<file path="src/rtl/mem_port_arbiter_pkg.sv">
// Shared types and constants for the fetch/data memory port arbiter.
// Holds the FSM state encoding, access sizes and the address range check helper.
package tinker_mem_pkg;

  typedef logic [2:0] arb_state_t;

  localparam arb_state_t IDLE   = 3'd0;
  localparam arb_state_t BUSY_F = 3'd1;
  localparam arb_state_t BUSY_D = 3'd2;
  localparam arb_state_t RESP   = 3'd3;
  localparam arb_state_t ERR    = 3'd4;

  localparam int MEM_BYTES_DEFAULT = 524288;
  localparam int SZ_INSTR          = 4;
  localparam int SZ_DATA           = 8;

  // 65-bit sum so an address near 2^64 cannot wrap back into range.
  function automatic logic out_of_range(input logic [63:0] addr, input int size,
                                        input int mem_bytes);
    logic [64:0] end_addr;
    end_addr = {1'b0, addr} + 65'(size);
    return end_addr > 65'(mem_bytes);
  endfunction

endpackage

</file>
<file path="src/rtl/mem_port_arbiter_select.sv">
// Combinational picker between fetch and data requests; one-hot grant, [0]=fetch, [1]=data.
// TINKER_ARB_RR_EN selects round-robin on last_d, otherwise data wins over fetch.
module arb_select
  import tinker_mem_pkg::*;
(
  input  logic       f_req,
  input  logic       d_req,
  input  logic       last_d,
  output logic [1:0] gnt
);

  always_comb begin
    gnt = 2'b00;
`ifdef TINKER_ARB_RR_EN
    if (f_req && d_req) begin
      gnt = last_d ? 2'b01 : 2'b10;
    end else begin
      gnt = {d_req, f_req};
    end
`else
    if (d_req) begin
      gnt = 2'b10;
    end else if (f_req) begin
      gnt = 2'b01;
    end
`endif
  end

`ifndef TINKER_ARB_RR_EN
  logic unused_last_d;
  assign unused_last_d = last_d;
`endif

endmodule

</file>
<file path="src/rtl/mem_port_arbiter.sv">
// Arbitrates instruction-fetch and data ports onto one memory port; grant in IDLE, response one cycle after m_ready.
// Requests wait (req held) until IDLE; TINKER_ARB_RR_EN enables round-robin, else data has priority.
module mem_port_arbiter
  import tinker_mem_pkg::*;
#(
  parameter int MEM_BYTES = MEM_BYTES_DEFAULT,
  parameter int M_LAT_MAX = 0
) (
  input  logic        clk,
  input  logic        reset,
  input  logic        f_req,
  input  logic [63:0] f_addr,
  output logic        f_gnt,
  output logic        f_valid,
  output logic [31:0] f_instr,
  output logic        f_err,
  input  logic        d_req,
  input  logic        d_we,
  input  logic [63:0] d_addr,
  input  logic [63:0] d_wdata,
  output logic        d_gnt,
  output logic        d_valid,
  output logic [63:0] d_rdata,
  output logic        d_err,
  output logic        m_req,
  output logic        m_we,
  output logic [63:0] m_addr,
  output logic [63:0] m_wdata,
  output logic        m_size8,
  input  logic        m_ready,
  input  logic [63:0] m_rdata
);

  localparam bit         WD_EN    = (M_LAT_MAX > 0);
  localparam logic [31:0] WD_LIMIT = WD_EN ? 32'(M_LAT_MAX - 1) : 32'd0;

  arb_state_t  state_q, state_d;
  logic        is_d_q, is_d_d;
  logic        we_q, we_d;
  logic [63:0] addr_q, addr_d;
  logic [63:0] wdata_q, wdata_d;
  logic [63:0] rdata_q, rdata_d;
  logic [31:0] wd_q, wd_d;
  logic        ptr_last_d;
  logic [1:0]  sel;
  logic        range_err;
  logic        busy;

`ifdef TINKER_ARB_RR_EN
  logic last_data_q, last_data_d;
  assign ptr_last_d = last_data_q;
`else
  assign ptr_last_d = 1'b0;
`endif

  arb_select u_sel (
    .f_req  (f_req),
    .d_req  (d_req),
    .last_d (ptr_last_d),
    .gnt    (sel)
  );

  assign range_err = sel[1] ? out_of_range(d_addr, SZ_DATA, MEM_BYTES)
                            : out_of_range(f_addr, SZ_INSTR, MEM_BYTES);

  always_comb begin
    state_d = state_q;
    is_d_d  = is_d_q;
    we_d    = we_q;
    addr_d  = addr_q;
    wdata_d = wdata_q;
    rdata_d = rdata_q;
    wd_d    = wd_q;
`ifdef TINKER_ARB_RR_EN
    last_data_d = last_data_q;
`endif
    case (state_q)
      IDLE: begin
        if (|sel) begin
          is_d_d  = sel[1];
          we_d    = sel[1] & d_we;
          addr_d  = sel[1] ? d_addr : f_addr;
          wdata_d = sel[1] ? d_wdata : 64'd0;
          wd_d    = 32'd0;
`ifdef TINKER_ARB_RR_EN
          last_data_d = sel[1];
`endif
          if (range_err) begin
            state_d = ERR;
          end else begin
            state_d = sel[1] ? BUSY_D : BUSY_F;
          end
        end
      end
      BUSY_F, BUSY_D: begin
        if (m_ready) begin
          rdata_d = m_rdata;
          wd_d    = 32'd0;
          state_d = RESP;
        end else if (WD_EN && (wd_q == WD_LIMIT)) begin
          wd_d    = 32'd0;
          state_d = ERR;
        end else begin
          wd_d = WD_EN ? (wd_q + 32'd1) : 32'd0;
        end
      end
      RESP, ERR: state_d = IDLE;
      default:   state_d = IDLE;
    endcase
  end

  always_ff @(posedge clk) begin
    if (reset) begin
      state_q <= IDLE;
      is_d_q  <= 1'b0;
      we_q    <= 1'b0;
      addr_q  <= 64'd0;
      wdata_q <= 64'd0;
      rdata_q <= 64'd0;
      wd_q    <= 32'd0;
    end else begin
      state_q <= state_d;
      is_d_q  <= is_d_d;
      we_q    <= we_d;
      addr_q  <= addr_d;
      wdata_q <= wdata_d;
      rdata_q <= rdata_d;
      wd_q    <= wd_d;
    end
  end

`ifdef TINKER_ARB_RR_EN
  // Reset value "last granted = data" lets fetch win the first tie.
  always_ff @(posedge clk) begin
    if (reset) last_data_q <= 1'b1;
    else       last_data_q <= last_data_d;
  end
`endif

  assign busy    = (state_q == BUSY_F) || (state_q == BUSY_D);
  assign f_gnt   = (state_q == IDLE) & sel[0];
  assign d_gnt   = (state_q == IDLE) & sel[1];
  assign m_req   = busy;
  assign m_we    = busy & we_q;
  assign m_addr  = busy ? addr_q : 64'd0;
  assign m_wdata = busy ? wdata_q : 64'd0;
  assign m_size8 = busy & is_d_q;

  assign f_valid = ((state_q == RESP) || (state_q == ERR)) & ~is_d_q;
  assign d_valid = ((state_q == RESP) || (state_q == ERR)) & is_d_q;
  assign f_err   = (state_q == ERR) & ~is_d_q;
  assign d_err   = (state_q == ERR) & is_d_q;
  assign f_instr = ((state_q == RESP) & ~is_d_q) ? rdata_q[31:0] : 32'd0;
  assign d_rdata = ((state_q == RESP) & is_d_q & ~we_q) ? rdata_q : 64'd0;

endmodule

</file>
<file path="config.mk">
export PLATFORM = sky130hd
export DESIGN_NAME = mem_port_arbiter
export DESIGN_NICKNAME = d
export VERILOG_FILES = /design/src/rtl/mem_port_arbiter_pkg.sv /design/src/rtl/mem_port_arbiter_select.sv /design/src/rtl/mem_port_arbiter.sv
export SDC_FILE = /design/constraint.sdc
export NUM_CORES = 1
export LEC_CHECK = 0
export CORE_AREA = 2 2 193 195
export CTS_CLUSTER_SIZE = 28
export DETAILED_ROUTE_END_ITERATION = 6
export DIE_AREA = 0 0 195 197
export GPL_TIMING_DRIVEN = 0
export MAX_ROUTING_LAYER = met4
export PLACE_DENSITY = 0.72
export SLEW_MARGIN = 20
export SYNTH_ARGS = -nofsm -noshare
export SYNTH_HDL_FRONTEND = slang
export SYNTH_SLANG_ARGS = --single-unit
</file>
<file path="constraint.sdc">
create_clock -name clk -period 6.2 [get_ports clk]
set_clock_uncertainty 0.15 [all_clocks]
set_input_delay 1.86 -clock clk [delete_from_list [all_inputs] [get_ports clk]]
set_output_delay 1.86 -clock clk [all_outputs]
set_load 0.005 [all_outputs]
</file>
Word-level counts from Yosys, hierarchy flattened
Index checks and enable logic that the tools add are counted.
Word-level totals
  word-level logic and storage cells: 52
  bits in writable memories: 0
  memory bits (read-only): 0
  output and inout port bits: 233
  memories: 0
  bits in registers: 197
  latch bits: 0
  bits of input ports: 262
Operators by class
  $lt $le $gt $ge: 2
  reduce and logical (&&, ||, !) cells: 8
  multiply operators: 0
  divide/modulo/power cells: 0
  add/sub/neg operators: 2
  eq/ne operators: 6
  mux-type cells: 14
  shifts and indexed selects: 0
  bitwise logic cells: 14
Operators with widths (count)
  $mux 64: 5
  $gt 65x20->1 const B: 2
  $add 64x3->65 const B: 1
  $add 64x4->65 const B: 1
  $mux 32: 1
  $and 1x1->1: 12
  $mux 3: 3
  $eq 3x2->1 const B: 2
  $pmux 3 s2: 1
  $reduce_and 2->1: 3
  $mux 2: 2
  $ne 2x2->1 const B: 2
  $reduce_or 2->1: 2
  $eq 3x1->1 const B: 1
  $eq 3x3->1 const B: 1
  $logic_not 3->1: 1
  $logic_or 1x1->1: 2
  $mux 1: 2
  $not 1->1: 2

Depth between registers and ports, before layout
Gate-level depths: netlist (run 1).
  depth in word-level cells: 6
  gate-level depth with buffers: 11
  depth with buffers taken out: 10

Modules after synthesis
Synthesis (run 1) repeated with hierarchy kept, for this count alone.
Second synthesis, totals
  cells, all modules: 1515
  area, all modules: 11705.0 um2
By module, submodules not included
  mem_port_arbiter: area an instance 11683.7 um2, sequential area each 3943.8 um2, cells an instance 1513, instances 1
  arb_select: area an instance 21.3 um2, sequential area each 0.0 um2, cells an instance 2, instances 1

Worst setup path after synthesis (run 1)
OpenSTA, ideal clock, no wires.
  path type: input-to-output
  start point: in d_req
  end point: out f_gnt
  buffers on the path: 3
  data required time: 4190 ps
  arrival time: 3007 ps
  path slack: 1183 ps
  stages: 4
  cell sequence: clkbuf_1 -> clkbuf_1 -> buf_1 -> nor2_1
On the way
  word-level cells in the longest chain between the ends: 2
RTL lines
  start: declaration: RTL line mem_port_arbiter.sv:17  | input logic d_req,
  $mux 2: RTL line mem_port_arbiter_select.sv:21  | if (d_req) begin
  $and 1x1->1: RTL line mem_port_arbiter.sv:141  | assign f_gnt = (state_q == IDLE) & sel[0];
  end: declaration: RTL line mem_port_arbiter.sv:13  | output logic f_gnt,
Every way passes these cells.

Final worst setup path (run 1)
  start point: in f_addr[9]
  end point: reg state_q[2]
On the way
  word-level cells in the longest chain between the ends: 6
RTL lines
  start: declaration: RTL line mem_port_arbiter.sv:12  | input logic [63:0] f_addr,
  $add 64x3->65: RTL line mem_port_arbiter_pkg.sv:21  | end_addr = {1'b0, addr} + 65'(size);
  $gt 65x20->1: RTL line mem_port_arbiter_pkg.sv:22  | return end_addr > 65'(mem_bytes);
  $mux 1: RTL line mem_port_arbiter.sv:63  | assign range_err = sel[1] ? out_of_range(d_addr, SZ_DATA, MEM_BYTES)
  $mux 3: RTL line mem_port_arbiter.sv:88  | if (range_err) begin
  $mux 3: RTL line mem_port_arbiter.sv:79  | if (|sel) begin
  $pmux 3 s2: RTL line mem_port_arbiter.sv:77  | case (state_q)
  end signal: assignment: RTL line mem_port_arbiter.sv:122  | state_q <= state_d;
  end: declaration: RTL line mem_port_arbiter.sv:37  | arb_state_t state_q, state_d;
Every way passes these cells. The select of a mux whose other input is x is not followed.
A chain may end at the register's enable or synchronous reset.

==> results of run 1 <==
==> critical path: cells and delay by family <==
family,cells,cell delay (ns)
buffers and inverters,2,0.98
AND/OR/NAND/NOR,6,2.53
AO/OA/AOI/OAI,2,0.88
==> metrics by stage <==
| step | hold slack, ns | power, W | setup TNS, ns |
|---|---|---|---|
| 2_1_floorplan | 0.282 | 0.00162 | 0 |
| 3_5_place_dp | 0.293 | 0.00193 | -0.374 |
| 3_3_place_gp | 0.288 | 0.00192 | -0.265 |
| 5_1_grt | 0.313 | 0.00322 | 0 |
| 6_report | 0.302 | 0.00310 | 0 |
| 4_1_cts | 0.303 | 0.00312 | 0 |
==> registers in the layout, summed over array words and instances, names as in the netlist <==
| signal | count |
|---|---|
| addr_q | 64 |
| rdata_q | 64 |
| wdata_q | 64 |
| state_q | 3 |
| is_d_q | 1 |
| we_q | 1 |
==> layer usage <==
| layer | wire length (um) | up-vias |
|---|---|---|
| met5 | 0 | - |
| met4 | 1900 | 0 |
| met3 | 3160 | 107 |
| met2 | 25400 | 559 |
| met1 | 20900 | 6371 |
| li1 | - | 6526 |
==> cells in the mapped netlist, drive strengths merged (7+ instances only) <==
library cell and number:
nor2 191, clkbuf 106, nor3 27, and3 10, inv 10, a31oi 11, xor2 7, nand3 52
buf 10, a211oi 70, dfxtp 197, o21a 7, mux2i 77, a21oi 79, nand4 51, nand2 186
or4 8, a22oi 67, o21ai 27, and2 230, and4 12, xnor2 11, nor4 21, nand2b 8
==> power by group <==
part	switching, W	leakage [nW]	internal, W
sequential	0.0000303	1.61	0.00133
combinational	0.000288	4.34	0.000258
clock	0.000501	0.300	0.000691
==> cells by family after synthesis <==
logic type,count (synthesis),share of synthesized area [%]
AOI/OAI and AO/OA,305,17.6
buffers and inverters,126,4.04
DFF,197,33.6
xor gates and xnor gates,18,1.34
muxes,80,6.86
adders and majority gates,1,0.107
and+or+nand+nor,832,36.5
==> layout make-up <==
cell class / count / share of cell area (%)
multi-input combinational: 1236 / 41.3
timing repair buffer: 478 / 27.0
sequential: 197 / 22.2
tap: 468 / 3.30
clock buffer: 22 / 2.56
buffer: 116 / 2.47
clock inverter: 10 / 0.946
inverter: 10 / 0.212
antenna: 1 / 0.0141
==> worst max path at each step <==
stage | from | to | slack (ns) | cells after the start
CTS | d_req | f_gnt | 0.16 | 5
global placement | f_addr[9] | state_q[2] | -0.12 | 10
detailed placement | f_addr[9] | state_q[2] | -0.15 | 10
finish | f_addr[9] | state_q[2] | 0.08 | 10
floorplan | d_req | f_gnt | 1.18 | 4
global route | f_addr[9] | state_q[2] | 0.01 | 10
==> repair_timing <==
item | 4_1_cts | 5_1_grt
endpoints found under the setup margin | 1 | 0
setup buffers | 0 | 0
resized for setup | 1 | 0
==> results by group, run 1 <==
Hold path
  • Hold Path Sink: rdata_q[55]
  • Startpoint of the worst hold path: rdata_q[55]
  • Worst min path class: reg2reg
  • Worst hold stages: 2

Worst setup path
  • Crit-path cells: clkdlybuf4s50_1 > nand4_1 > nor4_2 > nand4_1 > clkbuf_1 > o31ai_1 > o2111a_1 > nand4_1 > or4_1 > nor4b_1
  • Critical path arrival: 6.27 ns
  • CP dominant cell by count: nand4_1
  • Worst EP required: 6.34 ns
  • Kind of critical path: in2reg
  • Crit end category: flip-flop
  • Crit path largest cell delay: 0.76 ns
  • CP max FO: 10
  • Slowest cell on crit path: nor4_2
  • R2R Path Start: state_q[0]
  • R2R Setup Slk: 3.34 ns
  • Worst R2R End: addr_q[42]
  • CP startpoint kind: input port
  • Reg2reg path depth: 8

Yosys
  • Area leader, netlist: dfxtp_1
  • Ys Warns: 0
  • Synth Net Count: 1,822
  • Synth area leaders: dfxtp_1 34%, and2_1 12%, mux2i_1 6.6%
  • Yosys reg bits: 197
  • Async S/R FF share, synth: 0%
  • Top cell type's share of synthesized area: 33.6%
  • Synth Instances: 1,559
  • Synth Flop Type: dfxtp_1
  • Post-synth EDFFs: 0
  • Post-Syn Area: 0.0117 mm2
  • Count of cell types in the netlist: 65
  • Register area share after synthesis: 33.6%
  • Syn Area/Cell: 7.53 um2

Floorplanning
  • Total core area: 0.0363 mm2
  • Initial Utilization: 32.4%
  • DIE AREA: 0.0384 mm2
  • Row cnt: 70
  • Die height: 197 um
  • I/O Pins: 495
  • Die Wd: 195 um

Placement
  • Dpl ws: -0.152 ns
  • DP Cell Count: 2,505
  • Placed cell area: 0.0171 mm2
  • Gpl congestion: 0.926
  • PortBufs: 477
  • Post-detail-place hpwl: 42,100 um

Final layout
  • Finished Core Util: 48.9%
  • Layout cells sized above 1: 2.46%
  • Layout fillers: 3,533
  • Fin area: 0.0177 mm2
  • Area of the multi-input gates: 0.00732 mm2
  • Nets: 2,319
  • Post-layout instance count excluding filler cells: 2,538
  • Commonest cells after routing, fill and taps aside: 477 x clkdlybuf4s50_1, 230 x and2_1, 197 x dfxtp_1
  • Most common cell after layout, fill and taps aside: clkdlybuf4s50_1
  • Register area: 0.00394 mm2
  • Layout area overhead: 51.1%

Global route
  • GR peak layer: met2
  • Initial antenna violation count: 1
  • GRT met2 Usage: 45.3%
  • GR Layer Usage met3: 4.67%
  • Global-route wire length before repair: 76,200 um
  • Total Routing Usage GR: 26.4%
  • Pin count of the biggest net entering global routing: 17
  • Vias in the first global route: 13,000
  • GR Util met1: 30.8%
  • Total gr overflow: 0

CTS
  • Clock tree sinks: 197
  • Htree depth: 4
  • Clock Tree Buf Depth: 2
  • Worst skew pair latency: 0.44 ns
  • Hold buffers post-CTS: 0
  • CTS tree: done
  • Clock root buffer: clkbuf_16
  • TritonCTS Buffers: 17
  • Clk slew on worst S/H paths: 0.07 ns

Detailed routing
  • Drt wl/cell: 20.2 um
  • Vias per inst: 5.34
  • Initial DRC count: 900
  • DR vias: 13,600
  • Detail Route Antenna Nets: 0
  • Residual DRC: 0
  • Pre-antenna DRT Iters: 5
  • Detailed Route WL: 51,400 um

STA
  • Setup ws final: 0.0777 ns
  • Slew Limit Headroom: 23.9%
  • Final min period: 6.12 ns
  • Max Clock Freq: 0.163 GHz
  • Fin crit share: 98.7%
  • Worst-margin pin slew: 1.11 ns
  • RSZ-0062 raised after global routing: no
  • Setup-failing EPs final: 0
  • Fin. max-slew vios: 0
  • Final hold vios: 0

Flow run
  • Max Cap Viol: 0

Power and ir drop
  • Maximum vdd drop: 0.188 mV
  • P per Cell Area: 175 mW/mm2
  • Static Leak: 6.26 nW

Status
  • Outcome: finished clean
No activity file was read; power rests on OpenSTA's default activity.
==> run 2: changes to the inputs <==
Settings changed: ABC_AREA from default to 1, CORE_AREA 2 2 193 195 to 2 2 194 196, DIE_AREA 0 0 195 197 to 0 0 196 198, MAX_ROUTING_LAYER met4 to default, PLACE_DENSITY 0.72 to 0.77.
==> run 2 against run 1 <==
Flip-flop and latch count is the same; fmax grew 0.55%; clock power grew 4%; synthesized cell count grew 54%; count of clock-buffer cells in the layout shrank 4; sequential power is essentially flat; register-to-register slack gained 0.20 ns; critical path type is now in2out; die area grew 1.0%; critical endpoint is now f_gnt; non-clock buffer count is the same; global-route usage grew 8.1 points; sequential share of layout area shrank 2.4 points.
==> results by group, run 2 <==
Power and ir drop
  • Comb pwr share: 20.4%
  • Static Leak: 7.44 nW
  • Pint: 0.00223 W
  • P per Cell Area: 164 mW/mm2
  • Maximum vdd drop: 0.206 mV
  • Sequential share of power: 41.5%
  • Switch Pwr: 0.00103 W
  • Clk pwr share: 38.1%
  • Sw Ratio: 31.6%

Worst setup path
  • CP startpoint kind: input port
  • Reg2reg path depth: 8
  • R2R Path Start: state_q[1]
  • Kind of critical path: in2out
  • Worst EP required: 4.19 ns
  • CP max FO: 10
  • R2R Setup Slk: 3.54 ns
  • Worst R2R End: addr_q[60]
  • Critical path arrival: 4.08 ns
  • Crit end category: output port

CTS
  • Clock tree sinks: 197
  • Htree depth: 4
  • Hold buffers post-CTS: 0
  • Clock Tree Buf Depth: 2
  • Worst skew pair latency: 0.47 ns
  • Clk slew on worst S/H paths: 0.08 ns
  • CTS tree: done
  • TritonCTS Buffers: 17
  • Clock root buffer: clkbuf_16

Final layout
  • Commonest cells after routing, fill and taps aside: 574 x nand2_1, 552 x nor2_1, 493 x clkdlybuf4s50_1
  • Most common cell after layout, fill and taps aside: nand2_1
  • Leading registers by flop count: addr_q x64, rdata_q x64, wdata_q x64
  • Layout area overhead: 45.1%
  • Nets: 3,174
  • Layout cells sized above 1: 3.25%
  • Finished Core Util: 53.9%

Yosys
  • Register area share after synthesis: 28.8%
  • Ys Warns: 0
  • Post-Syn Area: 0.0137 mm2
  • Synth Instances: 2,399
  • Area leader, netlist: dfxtp_1
  • Async S/R FF share, synth: 0%
  • Synth Flop Type: dfxtp_1
  • Post-synth EDFFs: 0
  • Count of cell types in the netlist: 41
  • Synth Net Count: 2,662
  • Syn Area/Cell: 5.72 um2
  • Most common cell in the netlist: nand2_1
  • Top cells by count, synth: 574 x nand2_1, 552 x nor2_1, 345 x inv_1
  • Top cell type's share of synthesized area: 28.8%
  • Yosys reg bits: 197
  • Synth area leaders: dfxtp_1 29%, nand2_1 16%, nor2_1 15%

Global route
  • GRT met2 Usage: 56.2%
  • Total Routing Usage GR: 34.6%
  • Global-route wire length before repair: 101,000 um
  • GR Layer Usage met3: 6.83%
  • Pin count of the biggest net entering global routing: 21
  • GR peak layer: met2
  • Total gr overflow: 0
  • Initial antenna violation count: 5
  • GR Util met1: 45.0%
  • Vias in the first global route: 16,700

STA
  • Final hold vios: 0
  • Slew Limit Headroom: 39.5%
  • Max Clock Freq: 0.164 GHz
  • Worst-margin pin slew: 0.908 ns
  • RSZ-0062 raised after global routing: no
  • Final min period: 6.09 ns
  • Setup TNS Final: 0 ns
  • Fin crit share: 98.2%
  • Setup ws final: 0.111 ns
  • Fin. max-slew vios: 0
  • Setup-failing EPs final: 0

Detailed routing
  • Detailed Route WL: 69,100 um
  • Initial DRC count: 1,595
  • Pre-antenna DRT Iters: 5
  • Drt wl/cell: 20.3 um
  • Detail Route Antenna Nets: 0
  • Vias per inst: 5.23
  • Residual DRC: 0
  • DR vias: 17,800

Floorplanning
  • Die Wd: 196 um
  • DIE AREA: 0.0388 mm2
  • Total core area: 0.0370 mm2
  • Row cnt: 71
  • I/O Pins: 495
  • Initial Utilization: 37.1%
  • Die height: 198 um

Status
  • Outcome: finished clean

Placement
  • Gpl congestion: 0.981
  • Post-detail-place hpwl: 57,800 um
  • Dpl ws: 0.0131 ns
  • PortBufs: 493

Flow run
  • Max Cap Viol: 0

Hold path
  • Hold Path Sink: rdata_q[50]
  • Worst hold stages: 2
  • Worst min path class: reg2reg
  • Startpoint of the worst hold path: rdata_q[50]
run 2: cell count changes after synthesis, moves of 50 or more:
cell     previous run  this run
nand2_1           186       574
nor2_1            191       552
inv_1              10       345
and2_1            230         2
mux2i_1            77         0
o21ai_0            27        98
a21oi_1            79       148
a22oi_1            67         0
nand3_1            52       102
run 2: worst max-delay path, cell delays in order:
cell and delay [ns]:
clkdlybuf4s50_1 0.77, clkbuf_2 0.38, clkbuf_1 0.42, nor3_1 0.12, clkdlybuf4s50_1 0.52
run 2: how the worst max path moves through the flow:
stage	from	endpoint	slack [ns]	cells after the start
2_1_floorplan	d_req	f_gnt	1.70	3
4_1_cts	d_req	f_gnt	0.16	5
5_1_grt	d_req	f_gnt	0.09	5
6_report	d_req	f_gnt	0.11	5
3_3_place_gp	d_req	f_gnt	0.02	5
3_5_place_dp	d_req	d_gnt	0.01	5
run 2: cells by family (layout without fill, tap and decap cells):
kind of cell,count (synthesis),count (layout),synth area share [%]
xor+xnor,29,29,1.85
fa+ha+maj,1,1,0.0912
buf+inv,450,975,12.3
simple gates,1359,1359,41.6
other cells,0,5,0
compound gates,363,363,15.4
flops,197,197,28.8
run 2: cell type report:
cell class,instances,area (um2)
Inverter,349,1310
Clock buffer,18,439
Timing Repair Buffer,493,4930
Tap cell,474,593
Buffer,101,383
Clock inverter,14,206
Sequential cell,197,3940
Antenna cell,5,12.5
Fill cell,3820,17100
Multi-Input combinational cell,1752,8080
run 2: per-stage QoR:
step / power [W] / instances / area (um2) / hold slack (ns)
6_report: 0.00326 / 3403 / 19900 / 0.306
5_1_grt: 0.00337 / 3402 / 19900 / 0.326
4_1_cts: 0.00326 / 3398 / 19900 / 0.309
3_5_place_dp: 0.00203 / 3366 / 19200 / 0.297
3_3_place_gp: 0.00202 / 3366 / 19200 / 0.290
2_1_floorplan: 0.00168 / 2399 / 13700 / 0.280
run 2: routing by layer:
metal | routed length, um | vias up | part of all wire, %
met4 | 2730 | 2 | 4.0
met1 | 28800 | 8246 | 42
met2 | 31400 | 863 | 45
met3 | 6130 | 144 | 8.9
met5 | 13 | - | 0.019
li1 | - | 8554 | -
run 2: power by group through the flow:
stage                     combinational [W]  clock, W  sequential, W
after floorplan                    0.000298         0        0.00138
after global placement             0.000640         0        0.00138
after detailed placement           0.000646         0        0.00138
after CTS                          0.000651   0.00125        0.00135
after global routing               0.000720   0.00129        0.00136
final                              0.000666   0.00124        0.00135
run 2: timing repair:
item,4_1_cts,5_1_grt
setup buffers,0,0
endpoints found under the setup margin,1,0
gates resized for setup,2,0
